==> src/rtl/ten_meter_pulse_gen_if.sv <==
// Distance-pulse interface between the wheel-sensor conditioner and the fare datapath.
// The master end is the pulse generator; the slave end drives enable, sensor and ratio.
interface ten_meter_pulse_gen_if;
    logic       en;
    logic       hall_in;
    logic [7:0] ticks_per_10m;
    logic       ten_meter_pulse;
    logic       wait_en;
    logic       overflow;

    modport master (
        input  en, hall_in, ticks_per_10m,
        output ten_meter_pulse, wait_en, overflow
    );

    modport slave (
        output en, hall_in, ticks_per_10m,
        input  ten_meter_pulse, wait_en, overflow
    );
endinterface

==> src/rtl/ten_meter_pulse_gen.sv <==
// Wheel sensor conditioning: sync, debounce, divide by ticks-per-10m, stretch into
// fixed-width distance pulses, and flag an idle wheel so waiting time is billed.
//
// state | meaning
// IDLE  | no pulse in flight
// HIGH  | ten_meter_pulse driven high for PULSE_CYCLES clocks
// GAP   | enforced low gap of PULSE_CYCLES clocks before the next pulse
module ten_meter_pulse_gen #(
    parameter int DEBOUNCE_CYCLES     = 16,
    parameter int PULSE_CYCLES        = 4,
    parameter int WAIT_TIMEOUT_CYCLES = 50_000_000
) (
    input logic                  clk,
    input logic                  rst_n,
    ten_meter_pulse_gen_if.master bus
);
    localparam int DW = $clog2(DEBOUNCE_CYCLES + 1);
    localparam int PW = $clog2(PULSE_CYCLES + 1);
    localparam int TW = $clog2(WAIT_TIMEOUT_CYCLES + 1);
    localparam logic [DW-1:0] DEB_LAST   = DW'(DEBOUNCE_CYCLES - 1);
    localparam logic [PW-1:0] PULSE_LOAD = PW'(PULSE_CYCLES);
    localparam logic [PW-1:0] PULSE_LAST = PW'(1);
    localparam logic [TW-1:0] WAIT_MAX   = TW'(WAIT_TIMEOUT_CYCLES);
    localparam logic [TW-1:0] WAIT_LAST  = TW'(WAIT_TIMEOUT_CYCLES - 1);

    typedef enum logic [1:0] {IDLE, HIGH, GAP} state_t;

    logic [1:0]    sync;
    logic          hall_f;
    logic          hall_f_d;
    logic [DW-1:0] deb_cnt;
    logic          wheel_tick;
    logic [7:0]    div_cnt;
    logic [7:0]    div_last;
    logic          launch;
    state_t        state;
    logic [PW-1:0] width_cnt;
    logic          pending;
    logic          pulse_q;
    logic          overflow_q;
    logic          gap_done;
    logic [TW-1:0] idle_timer;
    logic          wait_q;

    always_ff @(posedge clk or negedge rst_n) begin
        if (!rst_n) begin
            sync       <= '0;
            hall_f     <= 1'b0;
            hall_f_d   <= 1'b0;
            deb_cnt    <= '0;
            wheel_tick <= 1'b0;
        end else begin
            sync     <= {sync[0], bus.hall_in};
            hall_f_d <= hall_f;
            wheel_tick <= hall_f & ~hall_f_d;
            if (sync[1] == hall_f) begin
                deb_cnt <= '0;
            end else if (deb_cnt == DEB_LAST) begin
                hall_f  <= ~hall_f;
                deb_cnt <= '0;
            end else begin
                deb_cnt <= deb_cnt + 1'b1;
            end
        end
    end

    // A ratio of 0 behaves as 1; the >= compare keeps a lowered ratio from wrapping.
    assign div_last = (bus.ticks_per_10m == 8'd0) ? 8'd0 : bus.ticks_per_10m - 8'd1;
    assign launch   = wheel_tick & bus.en & (div_cnt >= div_last);
    assign gap_done = (state == GAP) && (width_cnt == PULSE_LAST);

    always_ff @(posedge clk or negedge rst_n) begin
        if (!rst_n) begin
            div_cnt <= '0;
        end else if (!bus.en) begin
            div_cnt <= '0;
        end else if (wheel_tick) begin
            div_cnt <= (div_cnt >= div_last) ? 8'd0 : div_cnt + 8'd1;
        end
    end

    always_ff @(posedge clk or negedge rst_n) begin
        if (!rst_n) begin
            state      <= IDLE;
            width_cnt  <= '0;
            pulse_q    <= 1'b0;
            pending    <= 1'b0;
            overflow_q <= 1'b0;
        end else begin
            case (state)
                IDLE: begin
                    if (launch) begin
                        state     <= HIGH;
                        width_cnt <= PULSE_LOAD;
                        pulse_q   <= 1'b1;
                    end
                end
                HIGH: begin
                    if (width_cnt == PULSE_LAST) begin
                        state     <= GAP;
                        width_cnt <= PULSE_LOAD;
                        pulse_q   <= 1'b0;
                    end else begin
                        width_cnt <= width_cnt - 1'b1;
                    end
                end
                GAP: begin
                    if (width_cnt == PULSE_LAST) begin
                        if (pending || launch) begin
                            state     <= HIGH;
                            width_cnt <= PULSE_LOAD;
                            pulse_q   <= 1'b1;
                        end else begin
                            state <= IDLE;
                        end
                    end else begin
                        width_cnt <= width_cnt - 1'b1;
                    end
                end
                default: begin
                    state   <= IDLE;
                    pulse_q <= 1'b0;
                end
            endcase

            // An event landing on the consume cycle takes the freed slot.
            if (!bus.en) begin
                pending <= 1'b0;
            end else if (gap_done) begin
                pending <= pending & launch;
            end else if (launch && state != IDLE) begin
                if (pending) begin
                    overflow_q <= 1'b1;
                end else begin
                    pending <= 1'b1;
                end
            end
        end
    end

    always_ff @(posedge clk or negedge rst_n) begin
        if (!rst_n) begin
            idle_timer <= '0;
            wait_q     <= 1'b0;
        end else if (!bus.en || wheel_tick) begin
            idle_timer <= '0;
            wait_q     <= 1'b0;
        end else if (idle_timer != WAIT_MAX) begin
            idle_timer <= idle_timer + 1'b1;
            wait_q     <= (idle_timer == WAIT_LAST);
        end else begin
            wait_q <= 1'b1;
        end
    end

    assign bus.ten_meter_pulse = pulse_q;
    assign bus.wait_en         = wait_q;
    assign bus.overflow        = overflow_q;
endmodule

==> src/flat_wrapper.sv <==
// flat-port wrapper written by rule: the top's interface ports become plain ports
module ten_meter_pulse_gen_flat 
#(
    parameter int DEBOUNCE_CYCLES     = 16,
    parameter int PULSE_CYCLES        = 4,
    parameter int WAIT_TIMEOUT_CYCLES = 50_000_000
)
  (clk, rst_n, bus_en, bus_hall_in, bus_ticks_per_10m, bus_ten_meter_pulse, bus_wait_en, bus_overflow);
  ten_meter_pulse_gen_if bus_i ();
  input logic clk;
  input logic rst_n;
  input wire logic [$bits(bus_i.en)-1:0] bus_en;
  input wire logic [$bits(bus_i.hall_in)-1:0] bus_hall_in;
  input wire logic [$bits(bus_i.ticks_per_10m)-1:0] bus_ticks_per_10m;
  output wire logic [$bits(bus_i.ten_meter_pulse)-1:0] bus_ten_meter_pulse;
  output wire logic [$bits(bus_i.wait_en)-1:0] bus_wait_en;
  output wire logic [$bits(bus_i.overflow)-1:0] bus_overflow;
  assign bus_i.en = bus_en;
  assign bus_i.hall_in = bus_hall_in;
  assign bus_i.ticks_per_10m = bus_ticks_per_10m;
  assign bus_ten_meter_pulse = bus_i.ten_meter_pulse;
  assign bus_wait_en = bus_i.wait_en;
  assign bus_overflow = bus_i.overflow;
  ten_meter_pulse_gen #(.DEBOUNCE_CYCLES(DEBOUNCE_CYCLES), .PULSE_CYCLES(PULSE_CYCLES), .WAIT_TIMEOUT_CYCLES(WAIT_TIMEOUT_CYCLES)) u_core (.clk(clk), .rst_n(rst_n), .bus(bus_i));
endmodule
==> config.mk <==
export PLATFORM = sky130hd
export DESIGN_NAME = ten_meter_pulse_gen_flat
export DESIGN_NICKNAME = d
export VERILOG_FILES = /design/src/rtl/ten_meter_pulse_gen_if.sv /design/src/rtl/ten_meter_pulse_gen.sv /design/src/flat_wrapper.sv
export SDC_FILE = /design/constraint.sdc
export NUM_CORES = 1
export LEC_CHECK = 0
export CORE_MARGIN = 1.5
export CORE_UTILIZATION = 50
export CTS_CLUSTER_SIZE = 10
export DETAILED_ROUTE_END_ITERATION = 8
export PLACE_DENSITY = 0.79
export SLEW_MARGIN = 15
export SYNTH_ARGS = -nofsm -noshare
export SYNTH_HDL_FRONTEND = slang
export SYNTH_SLANG_ARGS = --single-unit
==> constraint.sdc <==
create_clock -name clk -period 4.5 [get_ports clk]
set_clock_uncertainty 0.15 [all_clocks]
set_input_delay 0.45 -clock clk [delete_from_list [all_inputs] [get_ports clk]]
set_output_delay 0.45 -clock clk [all_outputs]
set_load 0.02 [all_outputs]
Word level (Yosys, flattened, before mapping)
Index checks and enable logic that the tools add are counted.
{"block": "word_totals", "memories": 0, "out_inout_bits": 3, "in_bits": 12, "latchBits": 0, "romBits": 0, "elab_cells": 84, "mem_bits_rw": 0, "ff_bits": 53}
{"block": "classes", "n_lt_le_gt_ge": 1, "n_reduce_logical": 15, "mux": 28, "mul": 0, "bitwise_logic": 8, "n_shift": 0, "addsub": 5, "div_mod_pow": 0, "eq_ne": 14}
{"operator": "two-way mux 26 bit", "count": 2}
{"operator": "two-way mux 8 bit", "count": 4}
{"operator": "adder 26 x 1 -> 26 bit, second input constant", "count": 1}
{"operator": "equality test 26 bit, second input constant", "count": 1}
{"operator": "!= test 26 bit, second input constant", "count": 1}
{"operator": "two-way mux 3 bit", "count": 4}
{"operator": "two-way mux 1 bit", "count": 10}
{"operator": "two-way mux 5 bit", "count": 2}
{"operator": "one-hot mux 3 bit (3 select lines)", "count": 1}
{"operator": "adder 8 x 1 -> 8 bit, second input constant", "count": 1}
{"operator": "greater-or-equal comparator 8 bit", "count": 1}
{"operator": "zero test 8 bit", "count": 1}
{"operator": "AND reduction 4 bit", "count": 2}
{"operator": "subtractor 8 x 1 -> 8 bit, second input constant", "count": 1}
{"operator": "two-way mux 2 bit", "count": 3}
{"operator": "!= test 2 x 1 -> 1 bit, second input constant", "count": 3}
{"operator": "one-hot mux 2 bit (3 select lines)", "count": 1}
{"operator": "AND reduction 3 bit", "count": 2}
{"operator": "adder 5 x 1 -> 5 bit, second input constant", "count": 1}
{"operator": "equality test 5 x 4 -> 1 bit, second input constant", "count": 1}
{"operator": "AND 1 bit", "count": 4}
{"operator": "!= test 2 bit, second input constant", "count": 2}
{"operator": "NOT 1 bit", "count": 4}
{"operator": "nonzero test 2 bit", "count": 2}
{"operator": "14 further kinds", "count": 16}

Longest topological paths before layout
{"block": "logic_depth", "depth_word": 8, "ltp_mapped": 13, "ltp_nobuf": 12}

Worst setup path before layout
Ideal clock, no wire load.
{"block": "synth_path", "path_type": "input to register", "from": "input port bus_ticks_per_10m[4]", "to": "register u_core.state[1]", "path_buffers": 0, "arrival_ns": 2.956, "setup_time_ns": 0.127, "required_ns": 4.223, "stages": 11, "slack_ns": 1.267, "cell_sequence": "nor4_1 -> nand2_1 -> or3_1 -> and2_1 -> ha_1 -> and3_1 -> o21ai_1 -> a311o_1 -> a21oi_4 -> o22a_1 -> mux2_1"}
{"block": "synth_between", "elab_chain_len": 6, "word_cells_on_any_way": 7, "cone_classes": "add/sub (1); order compare (1); eq/ne (1); mux (1); bitwise (1); reduce/logical (2)"}
{"element": "from (decl)", "line": "flat_wrapper.sv:14", "source": "input wire logic [$bits(bus_i.ticks_per_10m)-1:0] bus_ticks_per_10m;"}
{"element": "subtractor 8 x 1 -> 8 bit / zero test 8 bit (equally long branches)", "line": "ten_meter_pulse_gen.sv:68", "source": "assign div_last = (bus.ticks_per_10m == 8'd0) ? 8'd0 : bus.ticks_per_10m - 8'd1;"}
{"element": "two-way mux 8 bit *", "line": "ten_meter_pulse_gen.sv:68"}
{"element": "greater-or-equal comparator 8 bit *", "line": "ten_meter_pulse_gen.sv:69", "source": "assign launch = wheel_tick & bus.en & (div_cnt >= div_last);"}
{"element": "AND 1 bit *", "line": "ten_meter_pulse_gen.sv:69"}
{"element": "!= test 2 x 1 -> 1 bit (no source line) *"}
{"element": "AND reduction 3 bit (no source line) *"}
{"element": "to (signal assigned)", "line": "ten_meter_pulse_gen.sv:84", "source": "state <= IDLE;"}
{"element": "to (signal assigned)", "line": "ten_meter_pulse_gen.sv:93", "source": "state <= HIGH;"}
{"element": "to (signal assigned)", "line": "ten_meter_pulse_gen.sv:100", "source": "state <= GAP;"}
{"element": "to (decl)", "line": "ten_meter_pulse_gen.sv:36", "source": "state_t state;"}
Mark *: on every way between the ends. The rest lies on a longest branch, timed or not.
A chain may end at the register's enable or synchronous reset.

Worst setup path after layout
Ends and elaborated chain as after synthesis.

==> summary.txt <==
Final hold violation count -> 0
Hold_ws -> 0.102 ns
Antenna violations before repair -> 0
Peak VDD IR -> 0.189 mV
CP Launch Point -> bus_ticks_per_10m[4]
Synth async-reset ratio -> 1.00
Vias per std cell -> 5.53
Final worst path period need -> 3.62 ns
Max-cap violations -> 0
Post-synthesis adder-cell area fraction -> 0.0799
TritonCTS buffer count -> 5
Pwr Total -> 0.811 mW
Main synth FF type -> dfrtp_1
Post-synthesis register bit count -> 53
Die Y -> 80.2 µm
Xor and xnor area share after synthesis -> 0.0883
Clock Latency Late Sink -> 0.30 ns
I/O Pins -> 15
P&R area growth vs syn -> 10.1%
CP delay by family, top -> simple AND/OR/NAND/NOR gates
Layout cell share with drive strength beyond 1 -> 0.0677
Clock Tree Buf Depth -> 2
P_leak -> 1.54 nW
Cell Area, Synth -> 2980 µm²
Reg2reg start -> u_core.div_cnt[2]
Placed Area -> 3190 µm²
Post-route DRC -> 0
Synth area leaders -> dfrtp_1 (45%), ha_1 (8.0%), xor2_1 (7.7%)
Worst Hold Class -> in2async
Worst r2r path cells -> 7
Setup ws final -> 0.881 ns
Synth Area in Compound Gates -> 0.0874
Yosys top cell by area -> dfrtp_1
Slew Limit Fails -> 0
Fillers -> 490
Final WL -> 5120 µm
Syn Nets -> 338
Status -> finished, final reports clean
Crit path DAT -> 3.66 ns
Post-synthesis mux area share -> 0.0193
Critical path class -> in2reg
Avg Inst Size Synth -> 9.70 µm²
Final std cells w/o fill -> 397
Max Freq -> 0.276 GHz
Max stage delay on crit path -> 0.46 ns
Core area -> 5610 µm²
Number of global-route vias before repair -> 2008
Global-route wire length before repair -> 8590 µm
Setup crit start kind -> primary input
CP max-delay cell -> clkdlybuf4s50_1
Crit-path cells -> clkdlybuf4s50_1 -> nor4_1 -> nand2_1 -> or3_1 -> and2_1 -> ha_1 -> and3_1 -> o21ai_1 -> a311o_1 -> a21oi_4 -> o22a_1 -> mux2_1
Die area -> 6420 µm²
IO Port Bufs -> 14
Final Util -> 0.585
DRT iter0 DRCs -> 118
Nets -> 355
Post-Place Setup Slack -> 0.608 ns
N_diodes -> 0
Detailed Place HPWL -> 3620 µm
CP required -> 4.54 ns
Yosys cell types -> 48
Cts-stage hold buffer count -> 0
Post_cts resized -> 0
Post-DR wirelength/cell -> 12.9 µm
Critical Path End Type -> flop
Placed Cells -> 389
CTS tree -> yes
R2r endpoint -> u_core.state[1]
Post-Syn Instances -> 307
Vias -> 2195
Largest family of logic cells by synthesized area -> simple AND/OR/NAND/NOR gates
Slew @ Worst Pin -> 0.656 ns
Worst-path fanout max -> 7
Clk slew on worst S/H paths -> 0.09 ns
RSZ-0062 raised after global routing -> false
Routed Antenna Nets -> 0
Largest net degree at the start of global routing -> 54
Total track usage -> 0.172
Setup violators final -> 0
Sequential share of the synthesized area -> 0.446
RePlAce Congestion -> 0.864
Area fraction of the dominant cell type after synthesis -> 0.446
Post-Synth Simple-Gate Area -> 0.253
Final TNS setup -> 0 ns
Row cnt -> 27
R2r setup slk -> 2.11 ns
H-tree Lvls -> 2
Design Area, Final -> 3280 µm²
Final worst path period share -> 0.804
Power Dens Cells -> 248 nW/µm²
DIE WIDTH -> 80.2 µm
Crit path buf inv count -> 1
Overflow after GRT -> 0
Post-CTS setup buffers -> 0
Number of synthesized flops with an enable pin -> 0
DR pass1 iterations -> 4
Starting Density -> 0.531
Synth Warn # -> 0
CTS sink cnt -> 53
CTS root buffer -> clkbuf_8
Max_slew headroom -> 0.563
-- where the power goes --
group / total [mW] / internal [mW] / switching [mW]
registers: 0.487 / 0.481 / 0.00545
clock network: 0.268 / 0.111 / 0.158
logic: 0.0565 / 0.0230 / 0.0335
total: 0.811 / 0.615 / 0.197
-- per-layer routing --
metal,track usage,wire length (µm),share of wire
met3,0.0364,190,0.037
met4,0.0638,42,0.0082
met5,0,0,0
met1,0.233,2610,0.51
met2,0.271,2280,0.45
-- synth_stat cells, types with 3 or more instances --
master and n:
a21o_1 4, a21oi_1 7, and2_1 4, and3_1 9, and4_1 3, dfrtp_1 53, ha_1 19, inv_1 15
nand2_1 28, nand2b_1 3, nand3_1 15, nand4_1 6, nor2_1 37, nor2b_1 5, nor3_1 7, nor3b_1 7
nor4_1 5, o21a_1 3, o21ai_0 12, or3_1 3, xnor2_1 4, xor2_1 26
-- flip-flops by register name, indices dropped and copies added, names as in the netlist --
signal / cells
u_core.sync: 2
u_core.bus.wait_en: 1
u_core.deb_cnt: 5
u_core.pending: 1
u_core.wheel_tick: 1
u_core.div_cnt: 8
u_core.bus.ten_meter_pulse: 1
u_core.hall_f: 1
u_core.state: 2
u_core.width_cnt: 3
u_core.hall_f_d: 1
u_core.idle_timer: 26
u_core.bus.overflow: 1
-- worst max path at each step --
stage	to	slack, ns	depth (start not counted)
3_5_place_dp	u_core.state[1]	0.61	12
6_report	u_core.state[1]	0.88	12
5_1_grt	u_core.state[1]	0.75	12
4_1_cts	u_core.state[1]	0.92	12
2_1_floorplan	u_core.state[1]	1.27	11
3_3_place_gp	u_core.state[1]	0.67	12
-- cells in the final DEF, fill, tap and decap left out, types with 9 or more instances in the layout --
master            n
dfrtp_1          53
nor2_1           37
nand2_1          28
xor2_1           26
ha_1             19
inv_1            15
nand3_1          15
clkdlybuf4s50_1  13
o21ai_0          12
and3_1            9
-- cells by family (layout without fill, tap and decap cells) --
logic type | Yosys count | after routing
buffers and inverters | 20 | 38
multiplexers | 5 | 5
XOR/XNOR | 30 | 30
adder cells (fa/ha/maj) | 19 | 19
AO/OA/AOI/OAI | 38 | 38
flip-flops | 53 | 53
AND/OR/NAND/NOR | 142 | 142
-- layout make-up --
type | instances | area [µm²] | share of cell area
Multi-Input combinational cell | 234 | 1570 | 0.480
Clock inverter | 3 | 21.3 | 0.00649
Sequential cell | 53 | 1330 | 0.405
Inverter | 15 | 56.3 | 0.0172
Timing Repair Buffer | 15 | 143 | 0.0435
Tap cell | 72 | 90.1 | 0.0275
Clock buffer | 5 | 68.8 | 0.0210
No activity file was read; power rests on OpenSTA's default activity.
